## src/rtl/seq_priority_encoder_pkg.sv

```systemverilog
// Shared sizing, FSM state type and lowest-set-bit helper for the sequential priority encoder.
// Consumed by the interface, the index encoder and the top level.
package enc_pkg;

    localparam int N = 8;
    localparam int W = $clog2(N);

    typedef enum logic {
        IDLE  = 1'b0,
        DRAIN = 1'b1
    } enc_state_t;

    // Two's-complement trick: vec & -vec keeps only the lowest set bit.
    function automatic logic [N-1:0] onehot_lsb(input logic [N-1:0] vec);
        return vec & (-vec);
    endfunction

endpackage

```

## src/rtl/seq_priority_encoder_if.sv

```systemverilog
// Request-vector input stream and index output stream of seq_priority_encoder.
// master = producer/consumer side, slave = the encoder.
interface seq_priority_encoder_if;
    import enc_pkg::*;

    logic         in_valid;
    logic [N-1:0] in_vec;
    logic         in_ready;
    logic         out_valid;
    logic [W-1:0] out_idx;
    logic         out_last;
    logic         out_ready;
    logic         busy;

    modport master (
        output in_valid,
        output in_vec,
        output out_ready,
        input  in_ready,
        input  out_valid,
        input  out_idx,
        input  out_last,
        input  busy
    );

    modport slave (
        input  in_valid,
        input  in_vec,
        input  out_ready,
        output in_ready,
        output out_valid,
        output out_idx,
        output out_last,
        output busy
    );

endinterface

```

## src/rtl/seq_priority_encoder_lsb.sv

```systemverilog
// Combinational lowest-set-bit index encoder: o_idx is the smallest i with i_vec[i]=1, 0 when empty.
// o_any flags a non-empty vector.
module lsb_index_enc
    import enc_pkg::*;
#(
    parameter int VN = N,
    parameter int VW = W
) (
    input  logic [VN-1:0] i_vec,
    output logic [VW-1:0] o_idx,
    output logic          o_any
);

    // Scanning downward lets the lowest set bit overwrite any higher one.
    always_comb begin
        o_idx = '0;
        for (int i = VN - 1; i >= 0; i--) begin
            if (i_vec[i]) begin
                o_idx = VW'(i);
            end
        end
    end

    assign o_any = |i_vec;

endmodule

```

## src/rtl/seq_priority_encoder.sv

```systemverilog
// Registered 8-to-3 priority encoder: emits each set bit of a captured vector, lowest first, one per handshake.
// Build option ENC_MERGE_EN: OR-merge new vectors into pending and keep in_ready high.
module seq_priority_encoder
    import enc_pkg::*;
(
    input  logic                   clk,
    input  logic                   rst_n,
    seq_priority_encoder_if.slave  bus
);

    logic [N-1:0] r_pending;
    logic [N-1:0] w_pending_nxt;
    logic [N-1:0] w_lsb_onehot;
    logic [N-1:0] w_consumed;
    logic [W-1:0] w_idx;
    logic         w_any;
    logic         w_accept;
    logic         w_consume;
    enc_state_t   r_state;
    enc_state_t   w_state_nxt;

    lsb_index_enc #(
        .VN (N),
        .VW (W)
    ) u_lsb_index_enc (
        .i_vec (r_pending),
        .o_idx (w_idx),
        .o_any (w_any)
    );

    assign w_lsb_onehot = onehot_lsb(r_pending);

`ifdef ENC_MERGE_EN
    assign bus.in_ready = 1'b1;
`else
    assign bus.in_ready = (r_state == IDLE);
`endif

    // Every output field comes from the registered pending vector only.
    assign bus.out_valid = w_any;
    assign bus.out_idx   = w_idx;
    assign bus.out_last  = w_any && (r_pending == w_lsb_onehot);
    assign bus.busy      = w_any;

    assign w_accept   = bus.in_valid && bus.in_ready;
    assign w_consume  = bus.out_valid && bus.out_ready;
    assign w_consumed = w_consume ? w_lsb_onehot : '0;

    always_comb begin
        w_pending_nxt = r_pending;
`ifdef ENC_MERGE_EN
        // A bit consumed and re-offered in the same cycle survives and is emitted again.
        w_pending_nxt = (r_pending & ~w_consumed) | (w_accept ? bus.in_vec : '0);
`else
        if (w_accept) begin
            w_pending_nxt = bus.in_vec;
        end else begin
            w_pending_nxt = r_pending & ~w_consumed;
        end
`endif
    end

    always_comb begin
        w_state_nxt = r_state;
        case (r_state)
            IDLE: begin
                if (w_pending_nxt != '0) begin
                    w_state_nxt = DRAIN;
                end
            end
            DRAIN: begin
                // Leaves only when the last pending bit goes out with nothing merged in behind it.
                if (w_pending_nxt == '0) begin
                    w_state_nxt = IDLE;
                end
            end
            default: w_state_nxt = IDLE;
        endcase
    end

    always_ff @(posedge clk or negedge rst_n) begin
        if (!rst_n) begin
            r_pending <= '0;
            r_state   <= IDLE;
        end else begin
            r_pending <= w_pending_nxt;
            r_state   <= w_state_nxt;
        end
    end

endmodule

```

## src/flat_wrapper.sv

```systemverilog
// flat-port wrapper written by rule: the top's interface ports become plain ports
module seq_priority_encoder_flat import enc_pkg::*;
  (clk, rst_n, bus_in_valid, bus_in_vec, bus_out_ready, bus_in_ready, bus_out_valid, bus_out_idx, bus_out_last, bus_busy);
  seq_priority_encoder_if bus_i ();
  input  logic clk;
  input  logic rst_n;
  input wire logic [$bits(bus_i.in_valid)-1:0] bus_in_valid;
  input wire logic [$bits(bus_i.in_vec)-1:0] bus_in_vec;
  input wire logic [$bits(bus_i.out_ready)-1:0] bus_out_ready;
  output wire logic [$bits(bus_i.in_ready)-1:0] bus_in_ready;
  output wire logic [$bits(bus_i.out_valid)-1:0] bus_out_valid;
  output wire logic [$bits(bus_i.out_idx)-1:0] bus_out_idx;
  output wire logic [$bits(bus_i.out_last)-1:0] bus_out_last;
  output wire logic [$bits(bus_i.busy)-1:0] bus_busy;
  assign bus_i.in_valid = bus_in_valid;
  assign bus_i.in_vec = bus_in_vec;
  assign bus_i.out_ready = bus_out_ready;
  assign bus_in_ready = bus_i.in_ready;
  assign bus_out_valid = bus_i.out_valid;
  assign bus_out_idx = bus_i.out_idx;
  assign bus_out_last = bus_i.out_last;
  assign bus_busy = bus_i.busy;
  seq_priority_encoder u_core (.clk(clk), .rst_n(rst_n), .bus(bus_i));
endmodule
```

## config.mk

```make
export PLATFORM = sky130hd
export DESIGN_NAME = seq_priority_encoder_flat
export DESIGN_NICKNAME = d
export VERILOG_FILES = /design/src/rtl/seq_priority_encoder_pkg.sv /design/src/rtl/seq_priority_encoder_if.sv /design/src/rtl/seq_priority_encoder_lsb.sv /design/src/rtl/seq_priority_encoder.sv /design/src/flat_wrapper.sv
export SDC_FILE = /design/constraint.sdc
export NUM_CORES = 1
export LEC_CHECK = 0
export BUFFER_PORTS_ARGS = -buffer_cell sky130_fd_sc_hd__buf_2
export CELL_PAD_IN_SITES_DETAIL_PLACEMENT = 1
export CELL_PAD_IN_SITES_GLOBAL_PLACEMENT = 2
export CORE_UTILIZATION = 28
export DETAILED_ROUTE_END_ITERATION = 10
export PLACE_DENSITY_LB_ADDON = 0.12
export RECOVER_POWER = 50
export SYNTH_ARGS = -nofsm -noshare
export SYNTH_HDL_FRONTEND = slang
export SYNTH_HIERARCHICAL = 1
export SYNTH_SLANG_ARGS = --single-unit
```

## constraint.sdc

```tcl
create_clock -name clk -period 2.5 [get_ports clk]
set_input_delay 0.625 -clock clk [delete_from_list [all_inputs] [get_ports clk]]
set_output_delay 0.625 -clock clk [all_outputs]
set_load 0.1 [all_outputs]
```

==> results.cfg <==
[run_status]
outcome = complete, no violations

[route]
drc = 0
dr.pass1.iters = 2
drtIter0Drc = 1
via_per_inst = 5.17
ant_nets = 0
finalWirelength_mm = 1.87
vias = 683
routedWlPerCell_um = 14.1

[layout]
final_common_cell = buf_2
layout_common_cells = buf_2, nand2_1, buf_4, nor2_1, dfrtp_1
nets = 117
synthToLayoutAreaGrowth_pct = 36.7
drive_gt1_share_pct = 37.5
n_antenna_cell = 0
instances_no_fill = 132

[sta]
hold_violations = 0
fmax_mhz = 422
slew_headroom_pct = 66.6
skew_ns = 0.00267
fin_setup_tns_ns = 0
worst_slew_pin_slew_ns = 0.501
finalCritPeriodShare_pct = 94.8
setup_violations = 0
rsz0062_at_grt = false
layout_min_cycle_time_ns = 2.37
final_max_slew_viol_count = 0

[yosys]
synth_flop_cell = dfrtp_1
synth_area_per_cell_sq_um = 8.44
ys_warn_count = 6
synth_edf_count = 0
yosysUniqueCellTypes = 37
synth_cells = 78
ys_seq_area_share_pct = 34.2
mappedNetlistNets = 90
ys_ff_latch = 9
async_flop_share_pct = 100
syn_area_sq_um = 658

[run]
max_cap_viol_count = 0

[cts]
clkLatencyLatePin_ns = 0.25
cts_made_buffers = 3
cts_hold_buf = 0
htree_levels = 1
cts_tree = done
cts.sinks = 9
root_buffer = clkbuf_4
clockBufferDepth = 2
clk_pin_slew_worst_paths_ns = 0.06

[global_routing]
antenna_found_initial = 0
grt_util_all_layers_pct = 16.3
grt-ovfl-total = 0
grt_max_degree = 13
grt_first_pass_wirelength_mm = 3.01
grt_pass1_vias = 634

[critical_path]
rrSetupSlack_ns = 0.29
r2r-start = u_core/r_pending[0]$_DFF_PN0_
start_kind = flop
worstRegToRegCells = 6
worstPathRequired_ns = 1.88
arrival_ns = 1.74
r2r-end = u_core/r_state$_DFF_PN0_
crit_path_end_kind = output port
worstPathMaxFanout = 5
path_class = reg -> out

[place]
place_hpwl_mm = 1.43
gp_routability_congestion = 0.734
dp_cells = 122
portBuffers = 18

[die]
core_sq_um = 2210
dieArea_sq_um = 2550
fp.dieH_um = 50.5
die_w_um = 50.5
initial_core_util_pct = 29.8
std_cell_rows = 17
num_io_pins = 19

[worst_hold_path]
hold_class = in -> async
-- cell families (layout without fill, tap and decap cells) --
kind of cell | count (synthesis) | after routing | share of synthesized area, %
buf+inv | 6 | 32 | 5.32
compound gates | 25 | 25 | 27.0
fa+ha+maj | 2 | 2 | 3.04
simple gates | 36 | 36 | 30.4
flops | 9 | 9 | 34.2
-- worst max-delay path, cell delays in order (launching register included) --
cell and delay, ns:
dfrtp_1 0.44, maj3_1 0.37, o21a_1 0.18, o22ai_1 0.11
and3_2 0.22, buf_12 0.17
-- per-layer routing --
metal | global-route usage (%) | vias to the layer above | wire, um
met4 | 8.33 | 0 | 19
met3 | 1.82 | 2 | 40
met1 | 20.0 | 322 | 847
met2 | 27.8 | 12 | 960
li1 | - | 347 | -
met5 | 0 | - | 0
-- final cells by class --
cell class	count	area (sq um)
well taps	28	35.0
multi-input cells	63	439
inverters	2	7.51
repair buffers	26	164
clock buffers	4	26.3
flip-flops and latches	9	228
fillers	275	1310
-- metrics by stage --
step	util (%)	worst slack (ns)	hold slack [ns]	cell area, sq um
after floorplan	-	0.134	0.329	694
after global placement	37.2	0.242	0.486	822
after detailed placement	37.2	0.149	0.489	822
after CTS	38.4	0.0244	0.207	850
after global routing	40.7	0.0299	0.322	900
final	40.7	0.131	0.303	900
-- repair_timing --
item | CTS | global route
gates resized for setup | 1 | 2
setup endpoints to repair | 1 | 1
setup buffers | 0 | 6
gates cloned | 0 | 0
-- registers in the layout, indices dropped and copies added (netlist names) --
name / count
u_core/r_pending: 8
u_core/r_state: 1
-- cell usage after synthesis (2+ instances only) --
library cell | instances | area, sq um
nand2_1 | 11 | 41.3
maj3_1 | 2 | 20.0
a21oi_1 | 3 | 15.0
nor2_1 | 7 | 26.3
nand3_1 | 4 | 20.0
o21ai_0 | 6 | 30.0
or3_1 | 2 | 12.5
nor2b_1 | 2 | 12.5
o41ai_1 | 3 | 26.3
o31ai_1 | 2 | 15.0
inv_1 | 2 | 7.51
dfrtp_1 | 9 | 225
-- how the worst max path moves through the flow --
stage                          endpoint  slack, ns                     startpoint  depth (start not counted)
2_1_floorplan              bus_out_last       0.13  u_core/r_pending[4]$_DFF_PN0_                          3
3_3_place_gp   u_core/r_state$_DFF_PN0_       0.24  u_core/r_pending[2]$_DFF_PN0_                          6
3_5_place_dp   u_core/r_state$_DFF_PN0_       0.15  u_core/r_pending[2]$_DFF_PN0_                          6
4_1_cts                    bus_out_last       0.02  u_core/r_pending[4]$_DFF_PN0_                          5
5_1_grt                    bus_out_last       0.03  u_core/r_pending[4]$_DFF_PN0_                          5
6_report                   bus_out_last       0.13  u_core/r_pending[3]$_DFF_PN0_                          5
Power is not shown: default switching activity piles up to over one toggle a cycle in this logic, so the estimate is an artifact.
